[config.mk]
export PLATFORM = sky130hd
export DESIGN_NAME = platform_scheduler_flat
export DESIGN_NICKNAME = d
export VERILOG_FILES = /design/src/rtl/platform_scheduler_if.sv /design/src/rtl/platform_scheduler.sv /design/src/flat_wrapper.sv
export SDC_FILE = /design/constraint.sdc
export NUM_CORES = 1
export LEC_CHECK = 0
export ABC_AREA = 1
export BUFFER_PORTS_ARGS = -buffer_cell sky130_fd_sc_hd__buf_4
export CORE_ASPECT_RATIO = 1.1
export CORE_UTILIZATION = 50
export CTS_CLUSTER_DIAMETER = 200
export DETAILED_ROUTE_END_ITERATION = 10
export PLACE_DENSITY = 0.71
export SYNTH_ARGS = -nofsm -noshare
export SYNTH_HDL_FRONTEND = slang
export SYNTH_SLANG_ARGS = --single-unit
[constraint.sdc]
create_clock -name Clk -period 4.6 [get_ports Clk]
set_input_delay 0.69 -clock Clk [delete_from_list [all_inputs] [get_ports Clk]]
set_output_delay 0.69 -clock Clk [all_outputs]
set_load 0.005 [all_outputs]
[src/rtl/platform_scheduler_if.sv]
// ---------------------------------------------------------------------------
// platform_scheduler_if
//   Bundles the frame strobe, scroll request, indexed read port and status
//   outputs of the platform scheduler.
//   master : player-motion / colour-mapper side (drives frame_clk,
//            scroll_amt, rd_idx; observes everything else)
//   slave  : the scheduler itself
//   Signals:
//     frame_clk  - vsync-rate strobe, asynchronous to Clk
//     scroll_amt - pixels to scroll this frame (0..31)
//     rd_idx     - slot to read
//     rd_X/rd_Y  - registered position of slot rd_idx
//     busy       - INIT or UPDATE in progress
//     done       - one-cycle pulse at end of an update sweep
//     overrun    - one-cycle pulse when a frame edge is dropped
//     height     - saturating total of applied scroll amounts
// ---------------------------------------------------------------------------
interface platform_scheduler_if #(
    parameter int IW = 4
);
    logic          frame_clk;
    logic [4:0]    scroll_amt;
    logic [IW-1:0] rd_idx;
    logic [9:0]    rd_X;
    logic [9:0]    rd_Y;
    logic          busy;
    logic          done;
    logic          overrun;
    logic [15:0]   height;

    modport master (
        output frame_clk, scroll_amt, rd_idx,
        input  rd_X, rd_Y, busy, done, overrun, height
    );

    modport slave (
        input  frame_clk, scroll_amt, rd_idx,
        output rd_X, rd_Y, busy, done, overrun, height
    );
endinterface

[src/rtl/platform_scheduler.sv]
// ---------------------------------------------------------------------------
// platform_scheduler
//   Owns the Doodle Jump platform table (NUM_PLAT slots of X/Y). Fills the
//   table after reset, then once per frame scrolls every slot down by the
//   requested amount, recycling slots that fall off the bottom back to the
//   top with a fresh pseudo-random X. Keeps a saturating climb height.
//   Ports:
//     Clk   - system clock
//     Reset - asynchronous active-low reset
//     bus   - platform_scheduler_if.slave (frame strobe, scroll amount,
//             indexed read port, busy/done/overrun, height)
// ---------------------------------------------------------------------------
module platform_scheduler #(
    parameter int NUM_PLAT = 16,
    parameter int SPACING  = 30,
    parameter int Y_OFFSET = 15,
    parameter int SCREEN_H = 480,
    parameter int X_MIN    = 8
) (
    input  logic                  Clk,
    input  logic                  Reset,
    platform_scheduler_if.slave   bus
);
    localparam int IW = $clog2(NUM_PLAT);

    localparam logic [1:0] ST_INIT   = 2'd0;
    localparam logic [1:0] ST_IDLE   = 2'd1;
    localparam logic [1:0] ST_UPDATE = 2'd2;
    localparam logic [1:0] ST_DONE   = 2'd3;

    logic [1:0]    state;
    logic [IW-1:0] idx;
    logic [4:0]    s;

    logic [9:0] x_tab [NUM_PLAT];
    logic [9:0] y_tab [NUM_PLAT];

    // Free-running x^9+x^5+1 LFSR; seeded non-zero so it never locks up.
    logic [8:0] lfsr;
    logic [9:0] raw_x;

    assign raw_x = {1'b0, lfsr} + 10'(X_MIN);

    // NOTE: sequential state uses non-blocking assignments so every flop
    // samples the pre-edge values of its neighbours.
    always_ff @(posedge Clk or negedge Reset) begin
        if (!Reset) lfsr <= 9'h1FF;
        else        lfsr <= {lfsr[7:0], lfsr[8] ^ lfsr[4]};
    end

    // frame_clk is asynchronous: two flops to resolve metastability, a third
    // for edge detection, and the edge itself registered.
    logic f_s1, f_s2, f_s3, fe;

    always_ff @(posedge Clk or negedge Reset) begin
        if (!Reset) begin
            f_s1 <= 1'b0;
            f_s2 <= 1'b0;
            f_s3 <= 1'b0;
            fe   <= 1'b0;
        end else begin
            f_s1 <= bus.frame_clk;
            f_s2 <= f_s1;
            f_s3 <= f_s2;
            fe   <= f_s2 & ~f_s3;
        end
    end

    // Per-slot datapath for the current sweep index.
    logic        last;
    logic [10:0] ny;
    logic        wrap;
    logic [9:0]  init_y;
    logic [16:0] h_sum;

    assign last   = (idx == IW'(NUM_PLAT - 1));
    assign ny     = {1'b0, y_tab[idx]} + {6'd0, s};
    assign wrap   = (ny >= 11'(SCREEN_H));
    assign init_y = 10'(Y_OFFSET + SPACING * int'(idx));
    assign h_sum  = {1'b0, bus.height} + {12'd0, bus.scroll_amt};

    // NOTE: the slot table is plain storage with no reset; INIT rewrites
    // every slot after reset, so clearing it would only cost logic.
    always_ff @(posedge Clk) begin
        if (state == ST_INIT) begin
            x_tab[idx] <= raw_x;
            y_tab[idx] <= init_y;
        end else if (state == ST_UPDATE) begin
            if (wrap) begin
                // Wrap rather than reset to 0 so vertical pitch is kept.
                y_tab[idx] <= 10'(ny - 11'(SCREEN_H));
                x_tab[idx] <= raw_x;
            end else begin
                y_tab[idx] <= ny[9:0];
            end
        end
    end

    // Read port: registered, read-before-write against the sweep writes.
    always_ff @(posedge Clk or negedge Reset) begin
        if (!Reset) begin
            bus.rd_X <= '0;
            bus.rd_Y <= '0;
        end else begin
            bus.rd_X <= x_tab[bus.rd_idx];
            bus.rd_Y <= y_tab[bus.rd_idx];
        end
    end

    // Control FSM. busy/done/overrun are registered from the state held
    // before the edge, so they stay low in reset and busy falls exactly as
    // done rises.
    always_ff @(posedge Clk or negedge Reset) begin
        if (!Reset) begin
            state       <= ST_INIT;
            idx         <= '0;
            s           <= '0;
            bus.height  <= '0;
            bus.busy    <= 1'b0;
            bus.done    <= 1'b0;
            bus.overrun <= 1'b0;
        end else begin
            bus.busy    <= (state == ST_INIT) || (state == ST_UPDATE);
            bus.done    <= (state == ST_DONE);
            bus.overrun <= fe && (state != ST_IDLE);
            case (state)
                ST_INIT: begin
                    idx <= idx + IW'(1);
                    if (last) state <= ST_IDLE;
                end
                ST_IDLE: begin
                    if (fe) begin
                        s          <= bus.scroll_amt;
                        bus.height <= h_sum[16] ? 16'hFFFF : h_sum[15:0];
                        idx        <= '0;
                        state      <= ST_UPDATE;
                    end
                end
                ST_UPDATE: begin
                    idx <= idx + IW'(1);
                    if (last) state <= ST_DONE;
                end
                ST_DONE:  state <= ST_IDLE;
                default:  state <= ST_INIT;
            endcase
        end
    end
endmodule

[src/flat_wrapper.sv]
// flat-port wrapper written by rule: the top's interface ports become plain ports
module platform_scheduler_flat 
#(
    parameter int NUM_PLAT = 16,
    parameter int SPACING  = 30,
    parameter int Y_OFFSET = 15,
    parameter int SCREEN_H = 480,
    parameter int X_MIN    = 8
)
  (Clk, Reset, bus_frame_clk, bus_scroll_amt, bus_rd_idx, bus_rd_X, bus_rd_Y, bus_busy, bus_done, bus_overrun, bus_height);
  platform_scheduler_if #(.IW(4)) bus_i ();
  input  logic Clk;
  input  logic Reset;
  input wire logic [$bits(bus_i.frame_clk)-1:0] bus_frame_clk;
  input wire logic [$bits(bus_i.scroll_amt)-1:0] bus_scroll_amt;
  input wire logic [$bits(bus_i.rd_idx)-1:0] bus_rd_idx;
  output wire logic [$bits(bus_i.rd_X)-1:0] bus_rd_X;
  output wire logic [$bits(bus_i.rd_Y)-1:0] bus_rd_Y;
  output wire logic [$bits(bus_i.busy)-1:0] bus_busy;
  output wire logic [$bits(bus_i.done)-1:0] bus_done;
  output wire logic [$bits(bus_i.overrun)-1:0] bus_overrun;
  output wire logic [$bits(bus_i.height)-1:0] bus_height;
  assign bus_i.frame_clk = bus_frame_clk;
  assign bus_i.scroll_amt = bus_scroll_amt;
  assign bus_i.rd_idx = bus_rd_idx;
  assign bus_rd_X = bus_i.rd_X;
  assign bus_rd_Y = bus_i.rd_Y;
  assign bus_busy = bus_i.busy;
  assign bus_done = bus_i.done;
  assign bus_overrun = bus_i.overrun;
  assign bus_height = bus_i.height;
  platform_scheduler #(.NUM_PLAT(NUM_PLAT), .SPACING(SPACING), .Y_OFFSET(Y_OFFSET), .SCREEN_H(SCREEN_H), .X_MIN(X_MIN)) u_core (.Clk(Clk), .Reset(Reset), .bus(bus_i));
endmodule
### Yosys cells after proc, flatten, opt, wreduce, memory -nomap -nowiden

Memory sizes are Yosys's and may differ from the RTL's. A register that Yosys moved wholly into a read port is not among the register bits.
Index checks and enable logic that the tools add are counted.

* flip-flop bits (word level): 43
* RAM bits: 320
* input port bits: 12
* word-level logic and storage cells: 66
* memories: 2

Memories
* u_core.x_tab: depth 16, bits a word 10, rd ports 1, clocked after memory_dff 1, write ports 1, line platform_scheduler.sv:35 `logic [9:0] x_tab [NUM_PLAT];`
* u_core.y_tab: depth 16, bits a word 10, rd ports 2, clocked after memory_dff 1, write ports 1, line platform_scheduler.sv:36 `logic [9:0] y_tab [NUM_PLAT];`

* add/subtract/negate cells: 6
* multipliers: 1
* order comparisons: 1
* equality and inequality tests: 8
* mux-type cells: 20
* bitwise gates (word level): 6
* reduce and logical (&&, ||, !) cells: 10

Operators by type and width (number)
* $mux 10: 3
* $add 16x5->17: 1
* $mux 16: 1
* $add 10x5->11: 1
* $ge 11x9->1 const B: 1
* $add 5x10->10 const A: 1
* $add 9x4->10 const B: 1
* $mux 1: 10
* $sub 10x9->10 const B: 1
* $mul 4x4->8 const A: 1
* $ne 2x1->1 const B: 4
* $pmux 2 s4: 1
* $pmux 4 s2: 1
* $mux 2: 3
* $add 4x1->4 const B: 1
* $eq 2x2->1 const B: 2
* $eq 4x4->1 const B: 1
* $mux 4: 1
* $reduce_and 2->1: 2
* $or 1x1->1: 3
* $reduce_and 3->1: 1
* $eq 2x1->1 const B: 1
* $logic_not 1->1: 2
* $logic_not 2->1: 1
* other kinds (7): 7

### Depth between registers and ports, before layout

Gate-level depths: netlist of the first run.
An unclocked memory read counts as a cell.

* word-level depth: 9
* depth in mapped cells: 28
* depth with buffers taken out: 23

### Least setup slack after synthesis of the first run

OpenSTA, ideal clock, no wires.

* kind: register to register
* start point: register u_core.idx[0]
* end point: memory u_core.y_tab[0][5], data pin
* setup time: 277 ps
* data arrival time: 4129 ps
* data required time: 4323 ps
* path slack: 194 ps
* cell stages (with the launch flop): 28
* path buffers: 6
* period minus slack after synthesis: 4406 ps
* cell sequence: dfrtp_1 buf_6 buf_6 buf_6 buf_2 clkbuf_1 a21oi_1 o21ai_0 o21ai_0 o221ai_1 nand2_1 ha_1 fa_1 a31oi_1 o21ai_0 nand2_1 nand2_1 nand2_1 inv_1 ha_1 nand3_1 nor2_2 nor2_4 nand2_2 buf_6 nand2_2 nor2_1 nor2_1

* word-level cells in the longest chain between the ends: 9
* elaborated cells between the ends (all ways): 16
* those cells by class: 3 x add/sub; 1 x mul; 1 x order compare; 10 x mux; 1 x memory

Ends and longest elaborated chain
* from (decl): line platform_scheduler.sv:32 `logic [IW-1:0] idx;`
* from (signal assigned): line platform_scheduler.sv:128 `idx <= idx + IW'(1);`
* from (signal assigned): line platform_scheduler.sv:140 `idx <= idx + IW'(1);`
* $mem_v2 16x10
* $add 10x5->11: line platform_scheduler.sv:77 `assign ny = {1'b0, y_tab[idx]} + {6'd0, s};`
* $ge 11x9->1: line platform_scheduler.sv:78 `assign wrap = (ny >= 11'(SCREEN_H));`
* $mux 1: line platform_scheduler.sv:89 `if (wrap) begin`
* $mux 1: line platform_scheduler.sv:88 `end else if (state == ST_UPDATE) begin`
* $mux 1: line platform_scheduler.sv:85 `if (state == ST_INIT) begin`
* $mux 1 (implied by the code): line platform_scheduler.sv:91 `y_tab[idx] <= 10'(ny - 11'(SCREEN_H));`
* $mux 10 (no source line)
* $mux 10 (no source line) *
* to (decl): line platform_scheduler.sv:36

Every way passes the cells marked *; elsewhere a longest branch is shown, timed or not.

### Final worst setup path of the first run

* start point: register u_core.idx[0]
* end point: memory u_core.x_tab[15][7], enable pin

* word-level cells in the longest chain between the ends: 8

Ends and longest elaborated chain
* $mem_v2 16x10
* $add 10x5->11: line platform_scheduler.sv:77
* $ge 11x9->1: line platform_scheduler.sv:78
* $mux 1: line platform_scheduler.sv:89
* $mux 1: line platform_scheduler.sv:88
* $mux 1: line platform_scheduler.sv:85
* $mux 1 (implied by the code): line platform_scheduler.sv:92 `x_tab[idx] <= raw_x;`
* $or 1x1->1 (no source line)
* to (decl): line platform_scheduler.sv:35

Several ways; a longest one is shown, not always the timed one.

==> impl_metrics.py, run 1 <==
metrics = {
    "setup_path": {
        "required_ns": 4.90,
        "end_kind": "register",
        "worstReg2RegEnd": "u_core.x_tab[15][7]$_DFFE_PP_",
        "slowest_stage": "dfrtp_4",
        "timing.rr.start": "u_core.idx[0]$_DFFE_PN0P_",
        "crit_path_start": "u_core.idx[0]$_DFFE_PN0P_",
        "crit_path_end": "u_core.x_tab[15][7]$_DFFE_PP_",
        "worstRegToRegCells": 21,
        "path_max_fanout": 19,
        "path_class": "register to register",
        "r2r_slack_ns": 0.28,
        "crit_top_cell": "nand2_1",
        "startpoint_type": "register",
        "max_stage_delay_ns": 0.56,
        "arrival_ns": 4.62,
        "crit_chain": "buf_4 > o21ai_0 > o21ai_0 > o221ai_1 > nand2_1 > ha_1 > fa_1 > a31oi_1 > o21ai_0 > nand2_1 > nand2_1 > nand2_1 > inv_1 > ha_1 > nand3_1 > nor2_2 > nor2_4 > nand2_2 > buf_12 > o21ai_1 > inv_2",
    },
    "logic_synthesis": {
        "synthArstFlopShare": 0.164,
        "yosys-top-cells-area": "edfxtp_1, dfrtp_1, o21ai_0",
        "synth_top_area_share": 0.533,
        "yosysTopAreaCell": "edfxtp_1",
        "syn_inst": 1688,
        "syn_area_mm2": 0.0180,
        "synth_seq_cells": 383,
        "yosysUniqueCellTypes": 41,
        "synth_edf_count": 320,
        "seq_area_frac_synth": 0.621,
        "synth_area_per_cell_um2": 10.7,
        "syn_nets": 1741,
        "ys.flop_type": "edfxtp_1",
        "yosysWarnings": 0,
    },
    "cts": {
        "clkLatencyLatePin_ns": 0.56,
        "cts_root_buf": "clkbuf_16",
        "cts_tree": "built",
        "clk_pin_slew_ns": 0.06,
        "max-clock-path-buffers": 3,
        "cts_sinks": 383,
        "cts_htree_levels": 2,
        "cts-buffers-inserted": 40,
    },
    "pwr": {
        "ir_drop_mv": 0.493,
        "seq_power_share": 0.385,
        "switching_share": 0.365,
        "comb_power_share": 0.362,
        "p_per_area_mw_per_mm2": 654,
        "p_int_w": 0.00847,
        "switching_power_w": 0.00488,
        "p_clk_frac": 0.253,
        "p_leak_nw": 8.09,
    },
    "final_layout": {
        "area_delta_synth_final_pct": 13.2,
        "ff_latch_area_mm2": 0.0112,
        "drive_above_1_share": 0.126,
        "n_antenna_cell": 0,
        "fillers": 2872,
        "finalNonFillerCells": 2239,
        "layout_commonest_cell": "edfxtp_1",
        "final_cell_mix": "edfxtp_1, o21ai_0, nand2_1",
        "multi_input_area_mm2": 0.00568,
        "nets": 1780,
    },
    "floorplan": {
        "die_w_um": 183,
        "io_pins": 51,
        "fp.dieArea_mm2": 0.0368,
        "coreArea_mm2": 0.0353,
        "die_y_um": 201,
        "num_rows": 72,
        "start_util": 0.510,
    },
    "min_path": {
        "hold_start": "bus_frame_clk",
        "hp-class": "input pin to register",
    },
    "drt": {
        "drc": 0,
        "dr.pass1.iters": 8,
        "ant_nets": 0,
        "drt_iter0_drc": 1572,
        "vias": 13062,
        "viasPerCell": 5.83,
        "wl_um": 46600,
        "avgRoutedWirePerCell_um": 20.8,
    },
    "timing": {
        "worst_slack_ns": 0.279,
        "max_freq_mhz": 231,
        "hold_viol": 0,
        "setup_viol": 0,
        "slew_headroom": 0.208,
        "whs_ns": 0.255,
        "finalCritPeriodShare": 0.939,
        "tightest_slew_ns": 1.18,
        "finalClockSkew_ns": 0.0254,
        "fin_crit_ns": 4.32,
        "rsz0062_at_grt": "true",
        "drv_slew": 0,
    },
    "placed_design": {
        "io_buffers": 50,
        "place_inst": 2166,
        "dpl_worst_slack_ns": 0.0928,
        "place.gp.congestion": 0.915,
        "hpwl_um": 29000,
    },
    "global_routing": {
        "grt_pass1_vias": 12679,
        "grtUsageMet1": 0.339,
        "gr-total-overflow": 0,
        "antenna_found_initial": 0,
        "grt-busiest-layer": "met2",
        "grt_max_degree": 150,
        "grt_use_total": 0.256,
        "grt_pass1_wl_um": 71000,
        "met3_usage": 0.0424,
        "met2_usage": 0.416,
    },
    "run": {
        "maxCapViolCount": 0,
    },
    "run_status": {
        "outcome": "finished, final reports clean",
    },
}
## cells in the mapped netlist (16+ instances only)
cell / number
nor2_1: 83
mux2i_1: 43
ha_1: 35
edfxtp_1: 320
o221ai_1: 21
o21ai_0: 208
clkbuf_1: 74
o21ai_1: 19
xor2_1: 16
o211ai_1: 60
nand3_1: 96
inv_1: 197
dfrtp_1: 54
a21oi_1: 151
nand2_1: 207
## metal layers
layer	vias up	wire, um
met3	138	4020
met5	-	0
met2	666	22300
li1	5992	-
met4	0	1890
met1	6266	18300
## flip-flops by register name (all words and copies together) (netlist names)
| name | count |
|---|---|
| u_core.y_tab | 160 |
| u_core.fe | 1 |
| u_core.state | 2 |
| u_core.bus.done | 1 |
| u_core.bus.rd_X | 10 |
| u_core.x_tab | 160 |
| u_core.f_s3 | 1 |
| u_core.bus.rd_Y | 10 |
| u_core.f_s1 | 1 |
| u_core.idx | 4 |
| u_core.f_s2 | 1 |
| u_core.bus.busy | 1 |
| u_core.s | 5 |
| u_core.bus.height | 16 |
| u_core.bus.overrun | 1 |
| u_core.lfsr | 9 |
## logic make-up after synthesis
kind of cell,after synthesis,synth area share
AO/OA/AOI/OAI,475,0.146
AND/OR/NAND/NOR,422,0.100
flip-flops,383,0.621
buffers and inverters,303,0.0674
multiplexers,43,0.0239
adder cells (fa/ha/maj),41,0.0310
XOR/XNOR,21,0.0102
## timing repair
| action | CTS | global route |
|---|---|---|
| buffers inserted | 0 | 0 |
| endpoints found under the setup margin | 0 | 240 |
| resized for setup | 0 | 25 |
| hold buffers | 0 | 0 |
## cell type report
| class | instances | area share |
|---|---|---|
| sequential | 383 | 0.549 |
| timing repair buffer | 97 | 0.0374 |
| inverter | 203 | 0.0374 |
| clock buffer | 56 | 0.0577 |
| multi-input combinational | 1002 | 0.278 |
| clock inverter | 17 | 0.0104 |
| tap | 481 | 0.0295 |
## how the worst min path moves through the flow
stage,depth (start not counted),end
floorplan,0,u_core.f_s2$_DFF_PN0_
global placement,0,u_core.f_s2$_DFF_PN0_
detailed placement,0,u_core.f_s2$_DFF_PN0_
CTS,1,u_core.f_s1$_DFF_PN0_
global route,1,u_core.f_s1$_DFF_PN0_
finish,1,u_core.f_s1$_DFF_PN0_
## critical path, delay by kind of cell, from the launching register on
family,cells,cell delay [ns]
and+or+nand+nor,8,0.83
AOI/OAI and AO/OA,6,1.17
adders and majority gates,3,0.89
DFF,1,0.56
buffers and inverters,4,0.59
## power by group through the flow
stage	clock network [W]	registers, W	logic, W
after CTS	0.00341	0.00515	0.00467
after global placement	0	0.00521	0.00450
after detailed placement	0	0.00522	0.00464
after global routing	0.00355	0.00518	0.00536
after floorplan	0	0.00516	0.00324
final	0.00338	0.00514	0.00482
## through the flow
step                setup TNS (ns)  utilization  power (W)  cell area [um2]
floorplan                        0            -    0.00840            18000
global placement                 0        0.537    0.00971            19000
detailed placement               0        0.537    0.00986            19000
CTS                              0        0.576     0.0132            20400
global route                -0.945        0.578     0.0141            20400
finish                           0        0.578     0.0133            20400
Note: power is estimated with default switching activity, not from simulation.
==> inputs of run 2 (changes only) <==
SETUP_SLACK_MARGIN = 0.3   (was unset)
==> run 2 against run 1 <==
Net effect:
- hold slack better by 0.0015 ns
- cell count is the same
- non-clock buffer count rose by 1
- clock-buffer cell count fell by 8
- combinational power increased by 2%
- cell area up 0.53%
- die area did not move
- via count barely moved
- total power increased by 1.5%
- routed wire length grew 1.7%
- worst setup slack better by 0.23 ns
- largest power group unchanged
- highest routed layer unchanged
==> impl_metrics.py, run 2 (synthesis results as in run 1) <==
metrics = {
    "run_status": {
        "outcome": "finished, final reports clean",
    },
    "drt": {
        "ant_nets": 0,
        "drc": 0,
        "vias": 13059,
        "drt_iter0_drc": 1420,
        "dr.pass1.iters": 8,
        "avgRoutedWirePerCell_um": 21.2,
        "viasPerCell": 5.83,
        "wl_um": 47400,
    },
    "final_layout": {
        "n_antenna_cell": 0,
        "reg.largest.list": "u_core.x_tab x160, u_core.y_tab x160, u_core.bus.height x16",
        "final_cell_area_mm2": 0.0205,
        "fin_util": 0.581,
        "nets": 1781,
        "area_delta_synth_final_pct": 13.8,
        "layout_commonest_cell": "edfxtp_1",
        "multi_input_area_mm2": 0.00570,
        "fillers": 2900,
        "drive_above_1_share": 0.131,
        "final_cell_mix": "edfxtp_1, nand2_1, o21ai_0",
        "ff_latch_area_mm2": 0.0112,
    },
    "run": {
        "maxCapViolCount": 0,
    },
    "global_routing": {
        "grt_use_total": 0.260,
        "grt_max_degree": 161,
        "grt_pass1_wl_um": 72600,
        "gr-total-overflow": 0,
        "antenna_found_initial": 1,
        "grt_pass1_vias": 12808,
    },
    "timing": {
        "finalCritPeriodShare": 0.889,
        "tightest_slew_ns": 1.24,
        "hold_viol": 0,
        "max_freq_mhz": 245,
        "setup_viol": 0,
        "rsz0062_at_grt": "false",
        "setup_tns_ns": 0,
        "slew_headroom": 0.166,
        "fin_crit_ns": 4.09,
        "drv_slew": 0,
        "finalClockSkew_ns": 0.0174,
        "whs_ns": 0.257,
    },
    "placed_design": {
        "hpwl_um": 29700,
        "place.gp.congestion": 0.922,
        "dpl_cell_area_mm2": 0.0190,
        "io_buffers": 50,
    },
    "floorplan": {
        "num_rows": 72,
        "die_w_um": 183,
        "fp.dieArea_mm2": 0.0368,
        "io_pins": 51,
        "start_util": 0.510,
        "coreArea_mm2": 0.0353,
        "die_y_um": 201,
    },
    "setup_path": {
        "arrival_ns": 4.38,
        "path_class": "register to register",
        "path_max_fanout": 23,
        "required_ns": 4.89,
        "startpoint_type": "register",
        "end_kind": "register",
    },
    "cts": {
        "cts_root_buf": "clkbuf_16",
        "max-clock-path-buffers": 3,
        "cts_tree": "built",
        "clk_pin_slew_ns": 0.07,
        "cts_sinks": 383,
        "cts_htree_levels": 2,
        "clkLatencyLatePin_ns": 0.55,
        "cts-buffers-inserted": 39,
        "cts_hold_buffers": 0,
    },
    "pwr": {
        "p_per_area_mw_per_mm2": 661,
        "p_leak_nw": 8.12,
        "ir_drop_mv": 0.432,
    },
    "min_path": {
        "hp-class": "input pin to register",
    },
}
==> run 2: cell types whose count changed in the layout (fill, tap and decap cells not counted), sizes merged <==
cell,change
bufinv,+2
clkinvlp,+5
clkbuf,-7
inv,+1
clkinv,-1
==> run 2: worst paths after layout <==
kind	start	to	slack [ns]	cells after the start
max	u_core.idx[0]$_DFFE_PN0P_	u_core.x_tab[5][4]$_DFFE_PP_	0.51	21
min	bus_frame_clk	u_core.f_s1$_DFF_PN0_	0.26	1
max reg2reg	u_core.idx[0]$_DFFE_PN0P_	u_core.x_tab[5][4]$_DFFE_PP_	0.51	21
min reg2reg	u_core.f_s1$_DFF_PN0_	u_core.f_s2$_DFF_PN0_	0.35	0
max in group asynchronous	Reset	u_core.idx[0]$_DFFE_PN0P_	3.63	1
min in group asynchronous	Reset	u_core.bus.rd_X[0]$_DFF_PN0_	0.28	1
==> run 2: layout make-up <==
type,count,area share
clock inverter,23,0.0147
clock buffer,48,0.0554
inverter,203,0.0374
timing repair inverter,1,0.000366
multi-input combinational,1002,0.278
sequential,383,0.546
timing repair buffer,98,0.0386
tap,481,0.0294
==> run 2: through the flow <==
step                      worst slack [ns]  std cells  power, W
after CTS                            0.301       2235    0.0134
after global routing                 0.245       2239    0.0143
after floorplan                      0.309       1688   0.00842
final                                0.511       2239    0.0135
after global placement               0.339       2164   0.00975
after detailed placement             0.215       2164   0.00989
==> run 2: power breakdown <==
part | leakage (nW) | internal, W | switching, W | total, W
registers | 3.47 | 0.00495 | 0.000196 | 0.00515
clock network | 0.698 | 0.00211 | 0.00136 | 0.00347
logic | 3.95 | 0.00151 | 0.00342 | 0.00493
==> run 2: per-layer routing <==
metal	global-route usage	vias up	wire length [um]
met5	0	-	0
met4	0.123	0	2030
met3	0.0355	126	3530
met2	0.428	618	23100
met1	0.342	6311	18700
li1	-	6004	-
==> run 2: worst max-delay path: stages, from the launching register on <==
cell and delay, ns:
dfrtp_4 0.52, buf_6 0.18, o21ai_0 0.15, o21ai_0 0.10
o221ai_1 0.20, nand2_1 0.10, ha_1 0.24, fa_2 0.39
a31oi_2 0.21, o21ai_0 0.15, nand2_1 0.14, nand2_1 0.08
nand2_1 0.09, inv_1 0.05, ha_1 0.21, nand3_1 0.12
nor2_2 0.07, nor2_4 0.15, nand2_4 0.12, buf_12 0.18
o21ai_4 0.19, clkinvlp_4 0.18
==> run 2: what timing repair did <==
item,in CTS,in global routing
gates cloned,0,2
setup buffers,0,2
endpoints found under the setup margin,204,240
gates resized for setup,7,25
==> inputs of run 3 (changes only) <==
CTS_BUF_LIST = sky130_fd_sc_hd__clkbuf_4 sky130_fd_sc_hd__clkbuf_8 sky130_fd_sc_hd__clkbuf_16   (was unset)
==> run 3 against run 2 <==
Net effect:
- first-iteration DRC count fell by 1.8%
- sequential cell count did not move
- sequential share of layout area barely moved
- total power barely moved
- die area did not move
- cell area barely moved
- hold slack got worse by 0.0026 ns
- cell count did not move
- clock-buffer cell count did not move
- critical path type unchanged
==> impl_metrics.py, run 3 (synthesis results as in run 1) <==
metrics = {
    "drt": {
        "vias": 13023,
        "wl_um": 47300,
        "ant_nets": 0,
        "avgRoutedWirePerCell_um": 21.1,
        "dr.pass1.iters": 5,
        "viasPerCell": 5.82,
        "drc": 0,
        "drt_iter0_drc": 1394,
    },
    "cts": {
        "max-clock-path-buffers": 3,
        "cts_tree": "built",
        "clkLatencyLatePin_ns": 0.55,
        "cts_hold_buffers": 0,
        "clk_pin_slew_ns": 0.07,
        "cts_htree_levels": 2,
        "cts_sinks": 383,
        "cts-buffers-inserted": 39,
        "cts_root_buf": "clkbuf_16",
    },
    "placed_design": {
        "place_inst": 2164,
        "io_buffers": 50,
        "place.gp.congestion": 0.922,
        "dpl_cell_area_mm2": 0.0190,
        "hpwl_um": 29700,
    },
    "floorplan": {
        "fp.dieArea_mm2": 0.0368,
        "start_util": 0.510,
        "num_rows": 72,
        "die_w_um": 183,
        "die_y_um": 201,
        "coreArea_mm2": 0.0353,
        "io_pins": 51,
    },
    "timing": {
        "slew_headroom": 0.180,
        "rsz0062_at_grt": "false",
        "drv_slew": 0,
        "setup_viol": 0,
        "setup_tns_ns": 0,
        "tightest_slew_ns": 1.23,
        "hold_viol": 0,
        "finalCritPeriodShare": 0.888,
        "max_freq_mhz": 245,
        "fin_crit_ns": 4.09,
        "finalClockSkew_ns": 0.0162,
    },
    "final_layout": {
        "final_cell_area_mm2": 0.0205,
        "nets": 1781,
        "fillers": 2896,
        "n_antenna_cell": 0,
        "drive_above_1_share": 0.133,
        "finalNonFillerCells": 2239,
        "reg.largest.list": "u_core.x_tab x160, u_core.y_tab x160, u_core.bus.height x16",
        "area_delta_synth_final_pct": 13.8,
        "final_cell_mix": "edfxtp_1, nand2_1, o21ai_0",
        "ff_latch_area_mm2": 0.0112,
        "multi_input_area_mm2": 0.00570,
        "layout_commonest_cell": "edfxtp_1",
    },
    "pwr": {
        "ir_drop_mv": 0.431,
        "p_leak_nw": 8.12,
        "p_per_area_mw_per_mm2": 661,
    },
    "run_status": {
        "outcome": "finished, final reports clean",
    },
    "min_path": {
        "hp-class": "input pin to register",
        "hold_start": "bus_frame_clk",
    },
    "setup_path": {
        "required_ns": 4.89,
        "startpoint_type": "register",
        "crit_path_start": "u_core.idx[0]$_DFFE_PN0P_",
        "path_max_fanout": 23,
        "path_class": "register to register",
        "arrival_ns": 4.38,
        "end_kind": "register",
        "timing.rr.start": "u_core.idx[0]$_DFFE_PN0P_",
    },
    "global_routing": {
        "grt_pass1_vias": 12810,
        "grt_use_total": 0.260,
        "gr-total-overflow": 0,
        "grt_pass1_wl_um": 72600,
        "antenna_found_initial": 1,
        "grt_max_degree": 161,
    },
    "run": {
        "maxCapViolCount": 0,
    },
}
==> run 3: cell types whose count changed in the layout (fill, tap and decap cells not counted) <==
cell	change
clkbuf_4	+2
clkbuf_1	-2
==> run 3: critical path, stage by stage, from the launching register on <==
cell and delay, ns:
dfrtp_4 0.52, buf_6 0.18, o21ai_0 0.15, o21ai_0 0.10, o221ai_1 0.20, nand2_1 0.10, ha_1 0.24, fa_2 0.39
a31oi_2 0.21, o21ai_0 0.15, nand2_1 0.14, nand2_1 0.08, nand2_1 0.08, inv_1 0.05, ha_1 0.21, nand3_1 0.13
nor2_2 0.07, nor2_4 0.15, nand2_4 0.12, buf_12 0.18, o21ai_4 0.19, clkinvlp_4 0.18
==> run 3: final cells by class <==
cell class / count / area share
clock inverter: 23 / 0.0147
timing repair buffer: 98 / 0.0386
clock buffer: 48 / 0.0558
multi-input combinational: 1002 / 0.278
sequential: 383 / 0.546
timing repair inverter: 1 / 0.000366
inverter: 203 / 0.0374
tap: 481 / 0.0293
==> run 3: stage by stage <==
stage	total power [W]	util	setup WS (ns)	hold slack [ns]
final	0.0135	0.581	0.513	0.254
after global routing	0.0143	0.581	0.245	0.234
after CTS	0.0134	0.578	0.301	0.234
after detailed placement	0.00989	0.537	0.215	0.341
after global placement	0.00975	0.537	0.339	0.336
after floorplan	0.00842	-	0.309	0.331
==> run 3: final timing paths <==
kind                       slack (ns)  depth (start not counted)                            to
max in group asynchronous        3.64                          1     u_core.idx[0]$_DFFE_PN0P_
min in group asynchronous        0.27                          1  u_core.bus.rd_X[0]$_DFF_PN0_
min                              0.25                          1         u_core.f_s1$_DFF_PN0_
max reg2reg                      0.51                         21  u_core.x_tab[5][4]$_DFFE_PP_
min reg2reg                      0.35                          0         u_core.f_s2$_DFF_PN0_
max                              0.51                         21  u_core.x_tab[5][4]$_DFFE_PP_
==> run 3: metal layers <==
| layer | vias up | wire, um | global-route usage |
|---|---|---|---|
| met1 | 6253 | 18700 | 0.342 |
| met5 | - | 0 | 0 |
| li1 | 6000 | - | - |
| met3 | 142 | 3600 | 0.0355 |
| met4 | 0 | 2130 | 0.123 |
| met2 | 628 | 22900 | 0.428 |
==> run 3: what timing repair did <==
action                                 in CTS  in global routing
setup endpoints to repair                 204                240
gates cloned                                0                  2
gates resized for setup                     7                 25
buffers inserted                            0                  2
endpoints found under the hold margin       0                  0
==> run 3: power breakdown <==
part | switching [W] | leakage [nW] | internal (W)
sequential | 0.000194 | 3.47 | 0.00495
combinational | 0.00341 | 3.95 | 0.00151
clock | 0.00136 | 0.705 | 0.00212
total | 0.00497 | 8.12 | 0.00858
